File: config.mk
export PLATFORM = sky130hd
export DESIGN_NAME = led_sequencer
export DESIGN_NICKNAME = d
export VERILOG_FILES = /design/src/rtl/led_sequencer.sv
export SDC_FILE = /design/constraint.sdc
export NUM_CORES = 1
export LEC_CHECK = 0
export CORE_ASPECT_RATIO = 1.2
export CORE_MARGIN = 1
export CORE_UTILIZATION = 60
export CTS_BUF_LIST = sky130_fd_sc_hd__clkbuf_8
export CTS_CLUSTER_SIZE = 10
export DETAILED_ROUTE_END_ITERATION = 10
export GPL_TIMING_DRIVEN = 0
export PLACE_DENSITY = 0.78
export SKIP_CTS_REPAIR_TIMING = 1
export SYNTH_ARGS = -nofsm -noshare
export SYNTH_HDL_FRONTEND = slang
export SYNTH_SLANG_ARGS = --single-unit
File: constraint.sdc
create_clock -name clk50mhz -period 4.7 [get_ports clk50mhz]
set_input_delay 0.94 -clock clk50mhz [delete_from_list [all_inputs] [get_ports clk50mhz]]
set_output_delay 0.94 -clock clk50mhz [all_outputs]
set_load 0.05 [all_outputs]
File: src/rtl/led_sequencer.sv
// -----------------------------------------------------------------------------
// led_sequencer
//
// Push-button driven LED pattern sequencer. A raw push-button is synchronised,
// debounced and turned into a one-cycle press event. Each press advances a
// 2-bit mode (CHASE_UP -> CHASE_DOWN -> BLINK_ALL -> OFF -> CHASE_UP). A
// prescaler produces a step tick every TICK_DIV cycles, and a 2-bit step
// counter indexes the pattern of the current mode. The lit pattern is
// registered and driven inverted onto the active-low LED pins.
//
// Parameters:
//   DEBOUNCE_CYCLES  consecutive stable cycles needed to accept a level change
//   TICK_DIV         clock cycles per pattern step
//
// Ports:
//   clk50mhz  in   sole clock, rising edge
//   reset_n   in   asynchronous active-low reset
//   button    in   raw push-button level (0 = pressed)
//   LED1..3   out  active-low LED drives (0 = lit)
//   mode      out  current mode (0 CHASE_UP, 1 CHASE_DOWN, 2 BLINK_ALL, 3 OFF)
// -----------------------------------------------------------------------------
module led_sequencer #(
    parameter int DEBOUNCE_CYCLES = 1_000_000,
    parameter int TICK_DIV        = 16_777_216
) (
    input  logic       clk50mhz,
    input  logic       reset_n,
    input  logic       button,
    output logic       LED1,
    output logic       LED2,
    output logic       LED3,
    output logic [1:0] mode
);

    // Counter widths: each counter only has to reach its parameter minus one.
    localparam int DB_W = (DEBOUNCE_CYCLES > 1) ? $clog2(DEBOUNCE_CYCLES) : 1;
    localparam int PS_W = (TICK_DIV > 1) ? $clog2(TICK_DIV) : 1;

    localparam logic [DB_W-1:0] DB_LAST = DB_W'(DEBOUNCE_CYCLES - 1);
    localparam logic [PS_W-1:0] PS_LAST = PS_W'(TICK_DIV - 1);

    typedef enum logic [1:0] {
        MODE_CHASE_UP   = 2'd0,
        MODE_CHASE_DOWN = 2'd1,
        MODE_BLINK_ALL  = 2'd2,
        MODE_OFF        = 2'd3
    } mode_e;

    // Lit pattern {LED3,LED2,LED1} (1 = lit) for a given mode and step.
    function automatic logic [2:0] lit_pattern(input mode_e m, input logic [1:0] s);
        logic [2:0] p;
        p = 3'b000;
        case (m)
            MODE_CHASE_UP: begin
                case (s)
                    2'd0:    p = 3'b001;
                    2'd1:    p = 3'b010;
                    2'd2:    p = 3'b100;
                    default: p = 3'b000;
                endcase
            end
            MODE_CHASE_DOWN: begin
                case (s)
                    2'd0:    p = 3'b100;
                    2'd1:    p = 3'b010;
                    2'd2:    p = 3'b001;
                    default: p = 3'b000;
                endcase
            end
            MODE_BLINK_ALL: p = s[0] ? 3'b000 : 3'b111;
            default:        p = 3'b000;
        endcase
        return p;
    endfunction

    logic            sync1_q,    sync1_d;
    logic            sync2_q,    sync2_d;
    logic            db_level_q, db_level_d;
    logic [DB_W-1:0] db_cnt_q,   db_cnt_d;
    logic            press_q,    press_d;
    mode_e           mode_q,     mode_d;
    logic [PS_W-1:0] presc_q,    presc_d;
    logic [1:0]      step_q,     step_d;
    logic [2:0]      pattern_q,  pattern_d;
    logic            tick_s;

    // Two-flop synchroniser for the asynchronous button level.
    always_comb begin
        sync1_d = button;
        sync2_d = sync1_q;
    end

    // Debounce: accept the synchronised level only after DEBOUNCE_CYCLES
    // consecutive differing cycles; a press event is the accepted 1->0 edge.
    always_comb begin
        db_level_d = db_level_q;
        db_cnt_d   = {DB_W{1'b0}};
        press_d    = 1'b0;
        if (sync2_q != db_level_q) begin
            if (db_cnt_q == DB_LAST) begin
                db_level_d = sync2_q;
                db_cnt_d   = {DB_W{1'b0}};
                press_d    = ~sync2_q;
            end else begin
                db_cnt_d   = db_cnt_q + DB_W'(1);
            end
        end else begin
            db_cnt_d = {DB_W{1'b0}};
        end
    end

    // Mode advances once per press event, wrapping OFF back to CHASE_UP.
    always_comb begin
        if (press_q) begin
            mode_d = mode_e'(mode_q + 2'd1);
        end else begin
            mode_d = mode_q;
        end
    end

    // Prescaler and step counter; a press restarts both and beats a tick.
    always_comb begin
        tick_s  = (presc_q == PS_LAST);
        presc_d = presc_q;
        step_d  = step_q;
        if (press_q) begin
            presc_d = {PS_W{1'b0}};
            step_d  = 2'd0;
        end else if (tick_s) begin
            presc_d = {PS_W{1'b0}};
            step_d  = step_q + 2'd1;
        end else begin
            presc_d = presc_q + PS_W'(1);
            step_d  = step_q;
        end
    end

    // Pattern follows the registered mode/step, adding one cycle of latency.
    always_comb begin
        pattern_d = lit_pattern(mode_q, step_q);
    end

    // State registers; reset leaves the button "released" and all LEDs dark.
    always_ff @(posedge clk50mhz or negedge reset_n) begin
        if (!reset_n) begin
            sync1_q    <= 1'b1;
            sync2_q    <= 1'b1;
            db_level_q <= 1'b1;
            db_cnt_q   <= {DB_W{1'b0}};
            press_q    <= 1'b0;
            mode_q     <= MODE_CHASE_UP;
            presc_q    <= {PS_W{1'b0}};
            step_q     <= 2'd0;
            pattern_q  <= 3'b000;
        end else begin
            sync1_q    <= sync1_d;
            sync2_q    <= sync2_d;
            db_level_q <= db_level_d;
            db_cnt_q   <= db_cnt_d;
            press_q    <= press_d;
            mode_q     <= mode_d;
            presc_q    <= presc_d;
            step_q     <= step_d;
            pattern_q  <= pattern_d;
        end
    end

    assign LED1 = ~pattern_q[0];
    assign LED2 = ~pattern_q[1];
    assign LED3 = ~pattern_q[2];
    assign mode = mode_q;

endmodule

==> results of run 1 <==
[routing by layer]
| metal | global-route usage, % | vias to the layer above |
|---|---|---|
| met4 | 10.23 | 0 |
| met5 | 0 | - |
| met1 | 25.86 | 990 |
| met2 | 40.11 | 39 |
| met3 | 3.892 | 8 |
| li1 | - | 1013 |
[cell type report]
type                            count  area, um^2  area share, %
Tap cell                           56       70.07          2.327
Buffer                              6       36.28          1.205
Timing Repair Buffer                8       85.08          2.825
Inverter                           16       60.06          1.994
Multi-Input combinational cell    199        1289          42.79
Clock inverter                      3       22.52         0.7478
Sequential cell                    55        1380          45.82
Clock buffer                        5       68.82          2.285
[cells in the final DEF, fill, tap and decap left out, types with 2 or more instances in the layout]
cell type / synthesis / final
dfstp_2: 3 / 3
nand4_2: 3 / 3
nand2_1: 14 / 14
clkdlybuf4s50_1: 0 / 6
a21oi_1: 16 / 16
nor4_1: 6 / 6
ha_1: 9 / 9
nor2_1: 35 / 35
and4_1: 4 / 4
or4_1: 7 / 7
xor2_1: 12 / 12
o31ai_1: 7 / 7
dfrtp_1: 52 / 52
clkbuf_1: 2 / 2
nand4_1: 11 / 11
a22oi_1: 2 / 2
buf_2: 2 / 3
nand3_1: 18 / 18
clkbuf_8: 0 / 5
and3_1: 2 / 2
inv_1: 16 / 16
or3_1: 7 / 7
nor3_1: 5 / 5
xnor2_1: 17 / 17
o21ai_0: 8 / 8
a31oi_1: 2 / 2
[where the power goes]
part           internal [mW]  total, mW  switching [mW]
Combinational        0.00599     0.0198          0.0138
Clock                  0.107      0.264           0.157
Sequential             0.477      0.480         0.00306
Total                  0.590      0.763           0.173
[logic make-up (layout without fill, tap and decap cells)]
kind of cell | count (synthesis) | in the layout
simple gates | 121 | 121
mux | 1 | 1
fa+ha+maj | 9 | 9
flops | 55 | 55
xor+xnor | 29 | 29
buf+inv | 22 | 38
compound gates | 39 | 39
[state kept, by name, indices dropped and copies added (netlist names)]
register,flops
press_q,1
presc_q,24
sync1_q,1
sync2_q,1
step_q,2
db_level_q,1
mode,2
pattern_q,3
db_cnt_q,20
[how the worst min path moves through the flow]
stage                        endpoint               from  slack [ns]
floorplan           sync2_q$_DFF_PN1_  sync1_q$_DFF_PN1_        0.35
global placement    sync2_q$_DFF_PN1_  sync1_q$_DFF_PN1_        0.35
detailed placement  sync2_q$_DFF_PN1_  sync1_q$_DFF_PN1_        0.35
CTS                 sync2_q$_DFF_PN1_  sync1_q$_DFF_PN1_        0.36
global route        sync2_q$_DFF_PN1_  sync1_q$_DFF_PN1_        0.37
finish              sync2_q$_DFF_PN1_  sync1_q$_DFF_PN1_        0.36
==> impl_metrics.tcl, run 1 <==
set metrics [dict create \
    status "finished clean" \
    cts_sinks 55 \
    place_area_mm2 0.002920 \
    top_layer "met4" \
    diodes 0 \
    cp_cell_sequence "clkdlybuf4s50_1" \
    synth_fp_nets 288 \
    drt_iter0_drc 109 \
    cellPowerDensity_mw_per_mm2 253.4 \
    dieArea_mm2 0.004885 \
    avgRoutedWirePerCell_um 14.17 \
    wl_met1_um 2041 \
    portBuffers 7 \
    reg2regPathDepth 7 \
    first_global_vias 2054 \
    synth-compound-area-share_pct 8.869 \
    drive_gt1_share_pct 9.247 \
    cts_tree "done" \
    fin_nets 303 \
    reg2reg_from "presc_q[0]$_DFF_PN0_" \
    hold_violations 0 \
    maxCapViolCount 0 \
    path_max_fanout 5 \
    antenna_left 0 \
    synth_async_sr_flop_share_pct 100.0 \
    finalInstanceArea_mm2 0.003012 \
    routabilityCongestion 0.7736 \
    dp_cells 340 \
    fin_crit_sh_pct 53.81 \
    num_rows 26 \
    yosys.area_share.adder_pct 4.072 \
    crit_buf_inv 1 \
    grt_max_degree 34 \
    synth_top_area_share_pct 47.06 \
    ys_top_cells_by_count "dfrtp_1, nor2_1, nand3_1" \
    p_total_uw 763.0 \
    final-setup-viol-count 0 \
    yosys.area_share.simple_pct 24.07 \
    gr-total-overflow 0 \
    grt_usage_pct 22.52 \
    crit_type "reg2out" \
    drv_slew 0 \
    core_area_mm2 0.004327 \
    synth_area_mm2 0.002765 \
    skew_ns 0.01482 \
    crit_family "buffers and inverters" \
    whs_ns 0.3639 \
    setup_ws_ns 2.171 \
    critical_path.max_stage_delay_ns 0.83 \
    post-route-util_pct 69.61 \
    synth_area_leader_cell "dfrtp_1" \
    htreeDepth 2 \
    met3_length_um 131 \
    yosys.cell_count.top_type "dfrtp_1" \
    dr_wl_met2_um 2675 \
    totalNegativeSetupSlack_ns 0 \
    setup.worst_path.start "mode[0]$_DFFE_PN0P_" \
    clk_transition_reported_paths_ns 0.10 \
    stdcell_count 348 \
    vias_per_cell 5.891 \
    start_kind "flip-flop" \
    ys_ff_latch 55 \
    reg2reg_to "presc_q[13]$_DFF_PN0_" \
    die_width_um 63.97 \
    ys_seq_area_share_pct 49.91 \
    tightest_slew_ns 0.5225 \
    synth_top_family_by_area "simple AND/OR/NAND/NOR gates" \
    synth_warnings 0 \
    synth_cells 276 \
    slew_headroom_pct 64.84 \
    drc_errors 0 \
    required_ns 3.76 \
    antenna_found_initial 0 \
    worst_setup_path_end_kind "primary output" \
    synth_edf_count 0 \
    dieHeight_um 76.37 \
    clockBufferDepth 2 \
    cts-root-buf "clkbuf_8" \
    preCtsSetupSlack_ns 2.511 \
    io_pins 8 \
    nFillCells 334 \
    clock_latency_ns 0.31 \
    place_hpwl_um 3546 \
    syn2layout_area_growth_pct 8.914 \
    cts_buffers 5 \
    slowest_stage "clkdlybuf4s50_1" \
    avgSynthCellArea_um2 10.02 \
    start_util_pct 63.91 \
    rsz0062_at_grt "false" \
    r2r_slack_ns 2.51 \
    synth_xor_area_share_pct 9.186 \
    first_pass_iters 5 \
    synth.mux.area_fraction_pct 0.4072 \
    grt_pass1_wl_um 8604 \
    min_path_cells 0 \
    max_freq_mhz 395.4 \
    ir_worst_vdd_mv 0.2140 \
    via_count 2050 \
    finalWirelength_um 4932 \
    synth_cell_type_count 40 \
    synth_ff_type "dfrtp_1" \
    synth_area_leaders "dfrtp_1, xnor2_1, nor2_1" \
    critPathCapture "mode[0]" \
    fin_crit_ns 2.529 \
    p_leak_nw 1.269 \
    arrival_ns 1.59 \
    hp-class "reg2reg" \
    crit_cells 1 \
]
Note: power is estimated with default switching activity, not from simulation.
==> run 2: changes to the inputs <==
CORE_UTILIZATION = 57   (was 60)
clock period = 2.2 ns   (was 4.7 ns; I/O delays follow)
==> run 2 against run 1 <==
Against the previous run: register-to-register slack got worse by 2.4 ns; final cell count increased by 0.57%; global-route usage decreased by 0.72 points; clock skew decreased by 0.0011 ns; power increased by 110%; combinational power increased by 120%; utilization decreased by 4.0 points; non-clock buffer count unchanged; largest power group unchanged; highest routed layer unchanged.
==> impl_metrics.tcl, run 2 (synthesis results as in run 1) <==
set metrics [dict create \
    final_common_cell "dfrtp_1" \
    core_area_mm2 0.004628 \
    max_freq_mhz 477.6 \
    num_rows 27 \
    arrival_ns 2.33 \
    routabilityCongestion 0.8173 \
    p_total_mw 1.630 \
    slew_headroom_pct 67.16 \
    top_regs "presc_q x24, db_cnt_q x20, pattern_q x3" \
    syn2layout_area_growth_pct 9.729 \
    preCtsSetupSlack_ns 0.03938 \
    crit_type "reg2reg" \
    avgRoutedWirePerCell_um 14.37 \
    htreeDepth 2 \
    clk_transition_reported_paths_ns 0.10 \
    skew_ns 0.01377 \
    place_area_mm2 0.002923 \
    status "finished clean" \
    intPower_mw 1.281 \
    cts_buffers 5 \
    wl_met1_um 2395 \
    fin_crit_sh_pct 95.18 \
    switching_share_pct 21.44 \
    required_ns 2.44 \
    diodes 0 \
    p_clk_share_pct 34.5 \
    drive_gt1_share_pct 9.932 \
    fin_crit_ns 2.094 \
    layout_common_cells "dfrtp_1, nor2_1, nand3_1, inv_1, xnor2_1" \
    worst_setup_path_end_kind "flip-flop" \
    rsz0062_at_grt "false" \
    maxCapViolCount 0 \
    antenna_left 0 \
    p_leak_nw 1.274 \
    finalInstanceArea_mm2 0.003034 \
    path_max_fanout 4 \
    p_switching_uw 349.5 \
    clock_latency_ns 0.31 \
    drt_iter0_drc 89 \
    clockBufferDepth 2 \
    first_global_vias 1984 \
    dieArea_mm2 0.005135 \
    top_layer "met4" \
    post-route-util_pct 65.56 \
    start_kind "flip-flop" \
    place_hpwl_um 3491 \
    cts_sinks 55 \
    combPwrFrac_pct 2.6 \
    drc_errors 0 \
    met3_length_um 115 \
    finalWirelength_um 5030 \
    tightest_slew_ns 0.4911 \
    cts_tree "done" \
    setup_ws_ns 0.1061 \
    via_count 2069 \
    regMostFlops "presc_q" \
    grt_pass1_wl_um 8687 \
    portBuffers 7 \
    hold_violations 0 \
    dieHeight_um 78.30 \
    cellPowerDensity_mw_per_mm2 537.3 \
    hp-class "in2async" \
    grt_usage_pct 21.80 \
    die_width_um 65.58 \
    grt_max_degree 39 \
    gr-total-overflow 0 \
    dr_wl_met2_um 2453 \
    first_pass_iters 4 \
    start_util_pct 59.75 \
    final-setup-viol-count 0 \
    cts-root-buf "clkbuf_8" \
    io_pins 8 \
    drv_slew 0 \
    antenna_found_initial 0 \
    seqPwrFrac_pct 62.8 \
    vias_per_cell 5.911 \
    largest_register_ff_count 24 \
    ir_worst_vdd_mv 0.4138 \
    fin_nets 303 \
]
-- run 2: final timing paths --
kind | from | to | slack, ns | cells past startpoint
min in group clk50mhz | sync1_q$_DFF_PN1_ | sync2_q$_DFF_PN1_ | 0.36 | 0
min reg2reg | sync1_q$_DFF_PN1_ | sync2_q$_DFF_PN1_ | 0.36 | 0
max | presc_q[1]$_DFF_PN0_ | presc_q[22]$_DFF_PN0_ | 0.11 | 5
min | reset_n | db_cnt_q[5]$_DFF_PN0_ | 0.06 | 1
max reg2reg | presc_q[1]$_DFF_PN0_ | presc_q[22]$_DFF_PN0_ | 0.11 | 5
max in group asynchronous | reset_n | sync2_q$_DFF_PN1_ | 1.54 | 2
-- run 2: worst max-delay path: stages (launching register included) --
cell and delay [ns]:
dfrtp_1 0.44, ha_4 0.18, nand4_2 0.15, or4_4 0.60, or4_1 0.49, a21oi_1 0.16
-- run 2: cell type report --
type	count	area, um^2
Buffer	6	36.28
Clock buffer	6	82.58
Clock inverter	2	8.758
Fill cell	357	1594
Inverter	16	60.06
Multi-Input combinational cell	199	1308
Sequential cell	55	1381
Tap cell	58	72.57
Timing Repair Buffer	8	85.08
-- run 2: metrics by stage --
| step | TNS (ns) | std cells | hold slack [ns] |
|---|---|---|---|
| finish | 0 | 350 | 0.06199 |
| global route | 0 | 350 | 0.08868 |
| CTS | 0 | 350 | 0.06811 |
| detailed placement | 0 | 342 | 0.3468 |
| global placement | -52.00 | 341 | 0.3498 |
| floorplan | 0 | 276 | 0.1444 |
-- run 2: power groups by stage --
stage          logic [mW]  registers (mW)  clock network, mW
2_1_floorplan      0.0146            1.04                  0
3_3_place_gp       0.0411            1.04                  0
3_5_place_dp       0.0452            1.04                  0
4_1_cts            0.0451            1.02              0.576
5_1_grt            0.0510            1.03              0.619
6_report           0.0429            1.02              0.563
-- run 2: metal layers --
layer / vias to the layer above / global-route usage, %
li1: 1017 / -
met1: 1018 / 28.12
met3: 7 / 3.343
met4: 0 / 8.043
met2: 27 / 36.60
met5: - / 0
==> run 3: changes to the inputs <==
SLEW_MARGIN = 20   (was not set)
==> run 3 against run 2 <==
Against the previous run: sequential cell count unchanged; clock power grew 1%; die area is the same; first-iteration DRC count up 10%; via count is essentially flat; wire length is 0.48% higher; clock skew down 0.0053 ns; register-to-register slack is essentially flat; combinational power is 10% lower; sequential share of layout area rose by 0.26 points; global-route usage up 0.28 points; largest power group unchanged.
==> impl_metrics.tcl, run 3 (synthesis results as in run 1) <==
set metrics [dict create \
    arrival_ns 2.33 \
    routabilityCongestion 0.8173 \
    die_width_um 65.58 \
    hp-class "in2async" \
    skew_ns 0.008485 \
    antenna_found_initial 0 \
    rsz0062_at_grt "false" \
    path_max_fanout 4 \
    vias_per_cell 5.923 \
    grt_usage_pct 22.08 \
    gr-total-overflow 0 \
    antenna_left 0 \
    grt_max_degree 56 \
    grt_pass1_wl_um 8797 \
    final-setup-viol-count 0 \
    fin_nets 302 \
    dp_cells 341 \
    cellPowerDensity_mw_per_mm2 541.3 \
    drt_iter0_drc 98 \
    layout_common_cells "dfrtp_1, nor2_1, nand3_1, inv_1, xnor2_1" \
    avgRoutedWirePerCell_um 14.48 \
    p_leak_nw 1.265 \
    crit_cells 5 \
    final_common_cell "dfrtp_1" \
    drc_errors 0 \
    critical_path.max_stage_delay_ns 0.60 \
    finalWirelength_um 5054 \
    slew_headroom_pct 55.68 \
    post-route-util_pct 65.18 \
    cts-root-buf "clkbuf_8" \
    num_rows 27 \
    worst_setup_path_end_kind "flip-flop" \
    clk_transition_reported_paths_ns 0.10 \
    fin_crit_ns 2.094 \
    syn2layout_area_growth_pct 9.095 \
    status "finished clean" \
    cts_buffers 5 \
    cts_tree "done" \
    tightest_slew_ns 0.6648 \
    via_count 2067 \
    stdcell_count 349 \
    cp_cell_sequence "ha_4 -> nand4_2 -> or4_4 -> or4_1 -> a21oi_1" \
    core_area_mm2 0.004628 \
    io_pins 8 \
    place_hpwl_um 3401 \
    start_util_pct 59.75 \
    hold_violations 0 \
    diodes 0 \
    drv_slew 0 \
    htreeDepth 2 \
    dieArea_mm2 0.005135 \
    ir_worst_vdd_mv 0.4610 \
    portBuffers 7 \
    first_global_vias 1981 \
    crit_type "reg2reg" \
    start_kind "flip-flop" \
    crit_family "simple AND/OR/NAND/NOR gates" \
    r2r_slack_ns 0.11 \
    slowest_stage "or4_4" \
    setup.worst_path.start "presc_q[1]$_DFF_PN0_" \
    top_regs "presc_q x24, db_cnt_q x20, pattern_q x3" \
    drive_gt1_share_pct 9.622 \
    maxCapViolCount 0 \
    dieHeight_um 78.30 \
    required_ns 2.44 \
    largest_register_ff_count 24 \
    fin_crit_sh_pct 95.17 \
    regMostFlops "presc_q" \
    clock_latency_ns 0.31 \
    first_pass_iters 4 \
    max_freq_mhz 477.6 \
    reg2reg_from "presc_q[1]$_DFF_PN0_" \
    clockBufferDepth 2 \
    cts_sinks 55 \
    crit_buf_inv 0 \
    reg2regPathDepth 5 \
]
==> run 3: cell types whose count changed in the layout (fill, tap and decap cells not counted), sizes merged <==
| cell | change |
|---|---|
| buf | -1 |
==> run 3: path summary, 6_finish.rpt <==
path / end
min: presc_q[20]$_DFF_PN0_
max reg2reg: presc_q[22]$_DFF_PN0_
max: presc_q[22]$_DFF_PN0_
max in group asynchronous: presc_q[0]$_DFF_PN0_
min in group clk50mhz: sync2_q$_DFF_PN1_
min reg2reg: sync2_q$_DFF_PN1_
==> run 3: power by group <==
part	switching, mW	internal (mW)	total [mW]
logic	0.0288	0.00972	0.0385
clock network	0.320	0.250	0.570
registers	0.00675	1.02	1.02
==> run 3: final cells by class <==
cell class / count / area, um^2
Multi-Input combinational cell: 199 / 1308
Timing Repair Buffer: 7 / 67.56
Inverter: 16 / 60.06
Clock inverter: 2 / 8.758
Buffer: 6 / 36.28
Sequential cell: 55 / 1381
Fill cell: 372 / 1612
Clock buffer: 6 / 82.58
Tap cell: 58 / 72.57
==> run 3: stage by stage <==
| stage | TNS [ns] | instance area (um^2) | hold WS, ns | power [mW] | setup WS [ns] |
|---|---|---|---|---|---|
| floorplan | 0 | 2765 | 0.1444 | 1.058 | 0.2404 |
| global placement | -52.00 | 2908 | 0.3498 | 1.086 | -0.9809 |
| detailed placement | 0 | 2905 | 0.3468 | 1.085 | 0.03230 |
| CTS | 0 | 2997 | 0.1961 | 1.643 | 0.004588 |
| global route | 0 | 3017 | 0.2290 | 1.688 | 0.01820 |
| finish | 0 | 3017 | 0.1622 | 1.633 | 0.1062 |
==> run 3: per-layer routing <==
metal  GRT usage [%]  wire length (um)  vias to the layer above
li1                -                 -                     1008
met1           28.43              2366                     1017
met2           36.70              2491                       35
met3           3.488               128                        7
met4           8.913                67                        0
met5               0                 0                        -
